<file path="config.mk">
export PLATFORM = sky130hd
export DESIGN_NAME = disp_scan_ctrl_flat
export DESIGN_NICKNAME = d
export VERILOG_FILES = /design/src/rtl/disp_scan_ctrl_if.sv /design/src/rtl/disp_scan_ctrl.sv /design/src/flat_wrapper.sv
export SDC_FILE = /design/constraint.sdc
export NUM_CORES = 1
export LEC_CHECK = 0
export CORE_AREA = 10 10 100 102
export CTS_CLUSTER_DIAMETER = 60
export DETAILED_ROUTE_END_ITERATION = 10
export DIE_AREA = 0 0 110 112
export MAX_ROUTING_LAYER = met4
export PLACE_DENSITY = 0.48
export SYNTH_ARGS = -nofsm -noshare
export SYNTH_HDL_FRONTEND = slang
export SYNTH_SLANG_ARGS = --single-unit
</file>
<file path="constraint.sdc">
create_clock -name clk -period 2.9 [get_ports clk]
set_clock_uncertainty 0.1 [all_clocks]
set_input_delay 0.58 -clock clk [delete_from_list [all_inputs] [get_ports clk]]
set_output_delay 0.58 -clock clk [all_outputs]
set_load 0.005 [all_outputs]
</file>
<file path="src/rtl/disp_scan_ctrl_if.sv">
// Bundles the data-source side and display-driver side of the scan controller.
// The master drives the scan enable and staged data; the slave (the controller) drives the display.
interface disp_scan_ctrl_if #(
  parameter int unsigned N_DIG = 4
) ();

  logic                 en;
  logic                 load;
  logic [4*N_DIG-1:0]   data_in;
  logic [3:0]           COD;
  logic [N_DIG-1:0]     dig_en;
  logic                 ack;
  logic                 frame;

  modport master (
    output en,
    output load,
    output data_in,
    input  COD,
    input  dig_en,
    input  ack,
    input  frame
  );

  modport slave (
    input  en,
    input  load,
    input  data_in,
    output COD,
    output dig_en,
    output ack,
    output frame
  );

endinterface

</file>
<file path="src/rtl/disp_scan_ctrl.sv">
// Time-multiplexed display scan controller.
// Shares one 4-bit code decoder among N_DIG digits: each digit gets a dark blanking window while
// the decoder settles, then a lit dwell. New data is staged in a shadow register and only
// committed to the displayed set at frame boundaries (or while idle), so frames are never torn.
module disp_scan_ctrl #(
  parameter int unsigned N_DIG     = 4,
  parameter int unsigned PRESC     = 1000,
  parameter int unsigned BLANK_CYC = 2,
  parameter bit          BLANK_INV = 1'b1
) (
  input logic             clk,
  input logic             rst,
  disp_scan_ctrl_if.slave bus
);

  localparam int unsigned CntMax = (PRESC > BLANK_CYC) ? PRESC : BLANK_CYC;
  localparam int unsigned CntW   = (CntMax > 1) ? $clog2(CntMax) : 1;
  localparam int unsigned IdxW   = $clog2(N_DIG);
  localparam int unsigned DataW  = 4 * N_DIG;

  localparam logic [CntW-1:0]  PrescLast = CntW'(PRESC - 1);
  localparam logic [CntW-1:0]  BlankLast = CntW'(BLANK_CYC - 1);
  localparam logic [IdxW-1:0]  IdxLast   = IdxW'(N_DIG - 1);
  localparam logic [N_DIG-1:0] DigOne    = N_DIG'(1);

  typedef enum logic [1:0] {StIdle, StBlank, StShow} state_e;

  state_e             state_q, state_d;
  logic [IdxW-1:0]    idx_q, idx_d;
  logic [CntW-1:0]    cnt_q, cnt_d;
  logic [3:0]         cod_q, cod_d;
  logic [N_DIG-1:0]   dig_en_q, dig_en_d;
  logic               ack_q, ack_d;
  logic               frame_q, frame_d;
  logic [DataW-1:0]   active_q, active_d;
  logic [DataW-1:0]   shadow_q, shadow_d;
  logic               pending_q, pending_d;

  logic               frame_end;
  logic               enter_blank;
  logic               commit;
  logic [DataW-1:0]   commit_src;

  // Scan sequencing, commit decision and next values of all registered outputs.
  always_comb begin
    state_d     = state_q;
    idx_d       = idx_q;
    cnt_d       = cnt_q;
    cod_d       = cod_q;
    dig_en_d    = dig_en_q;
    frame_d     = 1'b0;
    ack_d       = 1'b0;
    active_d    = active_q;
    shadow_d    = bus.load ? bus.data_in : shadow_q;
    pending_d   = pending_q | bus.load;
    frame_end   = 1'b0;
    enter_blank = 1'b0;
    commit      = 1'b0;
    // A load coinciding with a commit goes straight through to the display.
    commit_src  = bus.load ? bus.data_in : shadow_q;

    unique case (state_q)
      StIdle: begin
        dig_en_d = '0;
        if (bus.en) begin
          state_d     = StBlank;
          idx_d       = '0;
          cnt_d       = '0;
          enter_blank = 1'b1;
        end
      end
      StBlank: begin
        dig_en_d = '0;
        if (!bus.en) begin
          state_d = StIdle;
          idx_d   = '0;
          cnt_d   = '0;
        end else if (cnt_q == BlankLast) begin
          state_d = StShow;
          cnt_d   = '0;
          // Invalid codes keep their digit dark but still occupy the slot.
          if (BLANK_INV && (cod_q > 4'd9)) begin
            dig_en_d = '0;
          end else begin
            dig_en_d = DigOne << idx_q;
          end
        end else begin
          cnt_d = cnt_q + 1'b1;
        end
      end
      StShow: begin
        if (!bus.en) begin
          state_d  = StIdle;
          idx_d    = '0;
          cnt_d    = '0;
          dig_en_d = '0;
        end else if (cnt_q == PrescLast) begin
          state_d     = StBlank;
          cnt_d       = '0;
          dig_en_d    = '0;
          enter_blank = 1'b1;
          if (idx_q == IdxLast) begin
            idx_d     = '0;
            frame_end = 1'b1;
            frame_d   = 1'b1;
          end else begin
            idx_d = idx_q + 1'b1;
          end
        end else begin
          cnt_d = cnt_q + 1'b1;
        end
      end
      default: begin
        state_d  = StIdle;
        idx_d    = '0;
        cnt_d    = '0;
        dig_en_d = '0;
      end
    endcase

    commit = (frame_end && (pending_q || bus.load)) || ((state_q == StIdle) && pending_q);
    if (commit) begin
      active_d  = commit_src;
      pending_d = 1'b0;
      ack_d     = 1'b1;
    end

    // Present the next digit's code for the whole blanking window so the decoder settles.
    if (enter_blank) begin
      cod_d = active_d[{idx_d, 2'b00} +: 4];
    end
  end

  // State and output registers with synchronous reset.
  always_ff @(posedge clk) begin
    if (rst) begin
      state_q   <= StIdle;
      idx_q     <= '0;
      cnt_q     <= '0;
      cod_q     <= '0;
      dig_en_q  <= '0;
      ack_q     <= 1'b0;
      frame_q   <= 1'b0;
      active_q  <= '0;
      shadow_q  <= '0;
      pending_q <= 1'b0;
    end else begin
      state_q   <= state_d;
      idx_q     <= idx_d;
      cnt_q     <= cnt_d;
      cod_q     <= cod_d;
      dig_en_q  <= dig_en_d;
      ack_q     <= ack_d;
      frame_q   <= frame_d;
      active_q  <= active_d;
      shadow_q  <= shadow_d;
      pending_q <= pending_d;
    end
  end

  assign bus.COD    = cod_q;
  assign bus.dig_en = dig_en_q;
  assign bus.ack    = ack_q;
  assign bus.frame  = frame_q;

endmodule
</file>
<file path="src/flat_wrapper.sv">
// flat-port wrapper written by rule: the top's interface ports become plain ports
module disp_scan_ctrl_flat 
#(
  parameter int unsigned N_DIG     = 4,
  parameter int unsigned PRESC     = 1000,
  parameter int unsigned BLANK_CYC = 2,
  parameter bit          BLANK_INV = 1'b1
)
  (clk, rst, bus_en, bus_load, bus_data_in, bus_COD, bus_dig_en, bus_ack, bus_frame);
  disp_scan_ctrl_if #(.N_DIG(N_DIG)) bus_i ();
  input logic clk;
  input logic rst;
  input wire logic [$bits(bus_i.en)-1:0] bus_en;
  input wire logic [$bits(bus_i.load)-1:0] bus_load;
  input wire logic [$bits(bus_i.data_in)-1:0] bus_data_in;
  output wire logic [$bits(bus_i.COD)-1:0] bus_COD;
  output wire logic [$bits(bus_i.dig_en)-1:0] bus_dig_en;
  output wire logic [$bits(bus_i.ack)-1:0] bus_ack;
  output wire logic [$bits(bus_i.frame)-1:0] bus_frame;
  assign bus_i.en = bus_en;
  assign bus_i.load = bus_load;
  assign bus_i.data_in = bus_data_in;
  assign bus_COD = bus_i.COD;
  assign bus_dig_en = bus_i.dig_en;
  assign bus_ack = bus_i.ack;
  assign bus_frame = bus_i.frame;
  disp_scan_ctrl #(.N_DIG(N_DIG), .PRESC(PRESC), .BLANK_CYC(BLANK_CYC), .BLANK_INV(BLANK_INV)) u_core (.clk(clk), .rst(rst), .bus(bus_i));
endmodule
</file>
After elaboration in Yosys (flattened, before gate mapping):

Index checks and enable logic that the tools add are counted.

* register bits after elaboration: 57
* input port bits: 20
* logic and storage cells: 66

* add/sub/neg operators: 2
* magnitude comparators: 1
* equality and inequality tests: 8
* shift operators: 2
* muxes and demuxes: 35
* bitwise logic cells: 1
* reduce and logical (&&, ||, !) cells: 7

Operators by type and width (count)
* $mux W10: 5
* $mux W16: 2
* $pmux W10 S3: 1
* $mux W2: 10
* $mux W4: 5
* $shiftx A16 B5 Y4: 1
* $pmux W2 S3: 2
* $add A10 B1 Y10 const B: 1
* $eq A10 B1 Y1 const B: 1
* $eq A10 B10 Y1 const B: 1
* $mux W1: 8
* $pmux W4 S2: 1
* $ne A3 B2 Y1 const B: 2
* $eq A2 B2 Y1 const B: 2
* $gt A4 B4 Y1 const B: 1
* $shl A1 B2 Y4 const A: 1
* $reduce_and A3 Y1: 1
* $add A2 B1 Y2 const B: 1
* $eq A2 B1 Y1 const B: 1
* $logic_and A1 B1 Y1: 2
* $logic_not A2 Y1: 1
* $logic_or A1 B1 Y1: 2
* $ne A2 B2 Y1 const B: 1
* $pmux W1 S2: 1
* other kinds (2): 2

Longest topological paths before layout:

* depth after elaboration: 9
* gate-level depth with buffers: 11
* gate-level depth less buffers: 9

Worst setup path before layout:

OpenSTA, ideal clock, no wires.

* kind: in2reg
* start point: input port bus_load
* end point: register u_core.cod_q[3] (netlist: u_core.bus.COD[3])
* library setup time: 122 ps
* data arrival time: 2064 ps
* data required time: 2678 ps
* setup slack: 615 ps
* stages: 9
* buffers on the path: 2
* path through: buf_2 o2111ai_2 nor4_4 a21oi_4 buf_2 nor2_1 a21oi_1 o22ai_1 a221o_1

* word-level cells in the longest chain between the ends: 5
* elaborated cells between the ends (all ways): 6
* classes of those cells: 1 x shift; 2 x mux; 3 x reduce/logical

Ends and longest elaborated chain
* start, declared: line flat_wrapper.sv:14 `input wire logic [$bits(bus_i.load)-1:0] bus_load;`
* $logic_or A1 B1 Y1: line disp_scan_ctrl.sv:121 `commit = (frame_end && (pending_q || bus.load)) || ((state_q == StIdle) && pending_q);`
* $logic_and A1 B1 Y1: line disp_scan_ctrl.sv:121
* $logic_or A1 B1 Y1: line disp_scan_ctrl.sv:121
* $mux W16 *: line disp_scan_ctrl.sv:122 `if (commit) begin`
* $shiftx A16 B5 Y4 *: line disp_scan_ctrl.sv:130 `cod_d = active_d[{idx_d, 2'b00} +: 4];`
* end signal, assigned: line disp_scan_ctrl.sv:151 `cod_q <= cod_d;`
* end, declared: line disp_scan_ctrl.sv:31 `logic [3:0] cod_q, cod_d;`

Every way passes the cells marked *; elsewhere a longest branch is shown, timed or not.
A chain may end at the register's enable or synchronous reset.

Worst setup path in the final report:

* start point: input port bus_en
* end point: register u_core.cod_q[2] (netlist: u_core.bus.COD[2])

* word-level cells in the longest chain between the ends: 6
* elaborated cells between the ends (all ways): 13
* classes of those cells: 1 x shift; 10 x mux; 2 x reduce/logical

Ends and longest elaborated chain
* start, declared: line flat_wrapper.sv:13 `input wire logic [$bits(bus_i.en)-1:0] bus_en;`
* $mux W1: line disp_scan_ctrl.sv:92 `if (!bus.en) begin`
* $mux W1
* $logic_and A1 B1 Y1: line disp_scan_ctrl.sv:121
* $logic_or A1 B1 Y1: line disp_scan_ctrl.sv:121
* $mux W16: line disp_scan_ctrl.sv:122
* $shiftx A16 B5 Y4: line disp_scan_ctrl.sv:130

Several ways; a longest one is shown, not always the timed one.

==> results.yml <==
floorplanning:
  fp.dieW_um: 110
  pin_count: 30
  die-area_mm2: 0.01232
  die_y_um: 112
  start_util: 0.3193
  coreArea_mm2: 0.008051
  rows: 33
yosys:
  postSynthAreaPerCell_um2: 9.776
  synth_nets: 293
  seq_area_frac_synth: 0.4438
  synth-seq-cells: 57
  synth_cell_types: 44
  syn_inst: 263
  synth_commonest_cells: "62 x nor2_1, 57 x dfxtp_1, 18 x mux2i_1"
  synth_ff_type: "dfxtp_1"
  yosysMostFrequentCell: "nor2_1"
  synth_top_area_frac: 0.4438
  synth_edf_count: 0
  synth_area_leaders: "dfxtp_1 44%, nor2_1 9.1%, mux2i_1 7.0%"
  synth_largest_area_cell: "dfxtp_1"
  postSynth.asyncResetShare: 0
  netlist_area_mm2: 0.002571
  yosys_warnings: 0
clocking:
  cts_setup_buffers: 0
  post_cts_resized: 0
  cts_buffers: 9
  cts_tree: "yes"
  cts.sinks: 57
  clk_pin_slew_ns: 0.07
  cts_hold_buf: 0
  ctsRootBufferMaster: "clkbuf_8"
  htree_levels: 3
  clk_latency_ns: 0.33
  clock_path_buffers: 2
critical_path:
  crit_required_ns: 3.02
  r2r-end: "u_core.bus.COD[2]"
  path_class: "input port to flip-flop"
  path_buf_inv: 1
  r2r_cells: 8
  cp_data_arrival_time_ns: 2.56
  reg2reg_slack_ns: 0.58
  path_max_fanout: 9
  r2r-start: "u_core.cnt_q[0]"
  cp-end-kind: "flip-flop"
  cp-start-kind: "input port"
  cp_slowest_cell: "clkdlybuf4s50_1"
  crit_family: "buffers and inverters"
  slowest_delay_ns: 0.60
  path_cells: "clkdlybuf4s50_1 -> nand2_4 -> nor4_4 -> nand2_1 -> a21o_1 -> mux2_4 -> nor2_1 -> a221o_1"
routing:
  dr.pass1.iters: 4
  avgViaCountPerCell: 4.501
  ant_nets: 0
  vias: 1859
  drcViolationCount: 0
  first_iter_violations: 29
  finalWirelength_um: 5114
  wl_per_cell_um: 12.38
layout:
  final_nets: 333
  final_area_mm2: 0.003271
  final_core_util: 0.4062
  drive_gt1_frac: 0.1721
  final_cells: 413
  n_antenna_cell: 0
  syn_to_final_growth_pct: 27.20
grt:
  grt_pass1_vias: 1847
  grt_start_max_net_pins: 26
  antenna_found_initial: 0
  grt_pass1_wl_um: 8763
  gr-total-overflow: 0
  grt.total_usage: 0.09162
placement:
  gp_congestion: 0.7738
  dp_cells: 397
  placed_area_mm2: 0.003043
  pre_cts_slack_ns: 0.07161
  hpwlAfterDp_um: 3901
  portBuffers: 29
timing:
  maxSlewViolCount: 0
  min_period_over_period: 0.8389
  final_hold_viol_count: 0
  slew_headroom: 0.6983
  fin_ws_ns: 0.4670
  rsz0062_at_grt: "false"
  tns_ns: 0
  finalSetupViolations: 0
  fin_crit_ns: 2.433
  clock.fmax_mhz: 411.0
  worst_slew_pin_slew_ns: 0.4484
flow_run:
  max-cap-violations: 0
power_and_ir_drop:
  leakage_uw: 0.001324
  p_per_area_mw_per_mm2: 573.0
  max-vdd-ir-drop_mv: 0.2277
min_path:
  hold_start: "u_core.active_q[15]"
  min_to: "u_core.active_q[15]"
  hold_path.class: "flip-flop to flip-flop"
  hold_depth: 2
outcome:
  status: "completed"
state kept, by name (all words and copies together) (netlist names):
register and count:
u_core.active_q 16, u_core.shadow_q 16, u_core.cnt_q 10, u_core.bus.COD 4
u_core.bus.dig_en 4, u_core.idx_q 2, u_core.state_q 2, u_core.bus.ack 1
u_core.bus.frame 1, u_core.pending_q 1
cell usage in the layout (no fill, tap or decap), drive strengths merged, types with 6 or more instances in the layout:
master / synthesis / layout
nor2: 63 / 63
dfxtp: 57 / 57
clkdlybuf4s50: 0 / 29
mux2i: 18 / 18
a21oi: 12 / 12
buf: 6 / 12
mux2: 12 / 12
nand2: 11 / 11
ha: 10 / 10
clkbuf: 6 / 10
nor2b: 9 / 9
inv: 7 / 8
xor2: 6 / 6
through the flow:
stage | total power [uW] | hold slack, ns
floorplan | 983.9 | 0.3461
global placement | 1064 | 0.3622
detailed placement | 1063 | 0.3694
CTS | 1907 | 0.3860
global route | 1967 | 0.4057
finish | 1874 | 0.3799
cells by family (layout without fill, tap and decap cells):
logic type,after synthesis,after routing,synth area share
xor+xnor,9,9,0.03066
compound gates,34,34,0.1061
fa+ha+maj,10,10,0.04866
buf+inv,19,64,0.03552
simple gates,104,104,0.2068
mux,30,30,0.1285
flops,57,57,0.4438
worst register-to-register path, stage by stage, from the launching register on:
cell	delay, ns
dfxtp_1	0.42
ha_1	0.28
and3_1	0.25
a31oi_4	0.12
o21ai_2	0.17
a21o_1	0.37
mux2_4	0.23
nor2_1	0.03
a221o_1	0.25
worst max-delay path by stage:
stage / depth (start not counted) / startpoint / endpoint / slack (ns)
detailed placement: 8 / bus_en / u_core.bus.COD[2] / 0.07
floorplan: 9 / bus_load / u_core.bus.COD[3] / 0.61
finish: 8 / bus_en / u_core.bus.COD[2] / 0.47
global route: 8 / u_core.cnt_q[0] / u_core.bus.dig_en[3] / 0.30
CTS: 8 / bus_en / u_core.bus.COD[2] / 0.44
global placement: 9 / bus_en / u_core.bus.COD[2] / 0.12
power by group:
| group | switching, uW | internal, uW | leakage, uW | total, uW |
|---|---|---|---|---|
| clock | 324 | 510 | 0.000113 | 834 |
| combinational | 102 | 109 | 0.000747 | 211 |
| sequential | 14.6 | 815 | 0.000464 | 830 |
final cells by class:
cell class	count	area (um^2)
Multi-Input combinational cell	187	1339
Sequential cell	57	1141
Fill cell	817	4781
Timing Repair Buffer	41	405.4
Clock buffer	10	137.6
Tap cell	105	131.4
Inverter	7	26.28
Clock inverter	6	90.09
per-layer routing:
metal  share of wire  vias up  global-route usage
met5               0        -                   -
met4           0.020        0             0.04948
met3           0.053        9             0.02941
met2            0.45       30              0.1329
met1            0.47      836              0.1092
li1                -      984                   -
(Power assumes the default switching activity.)
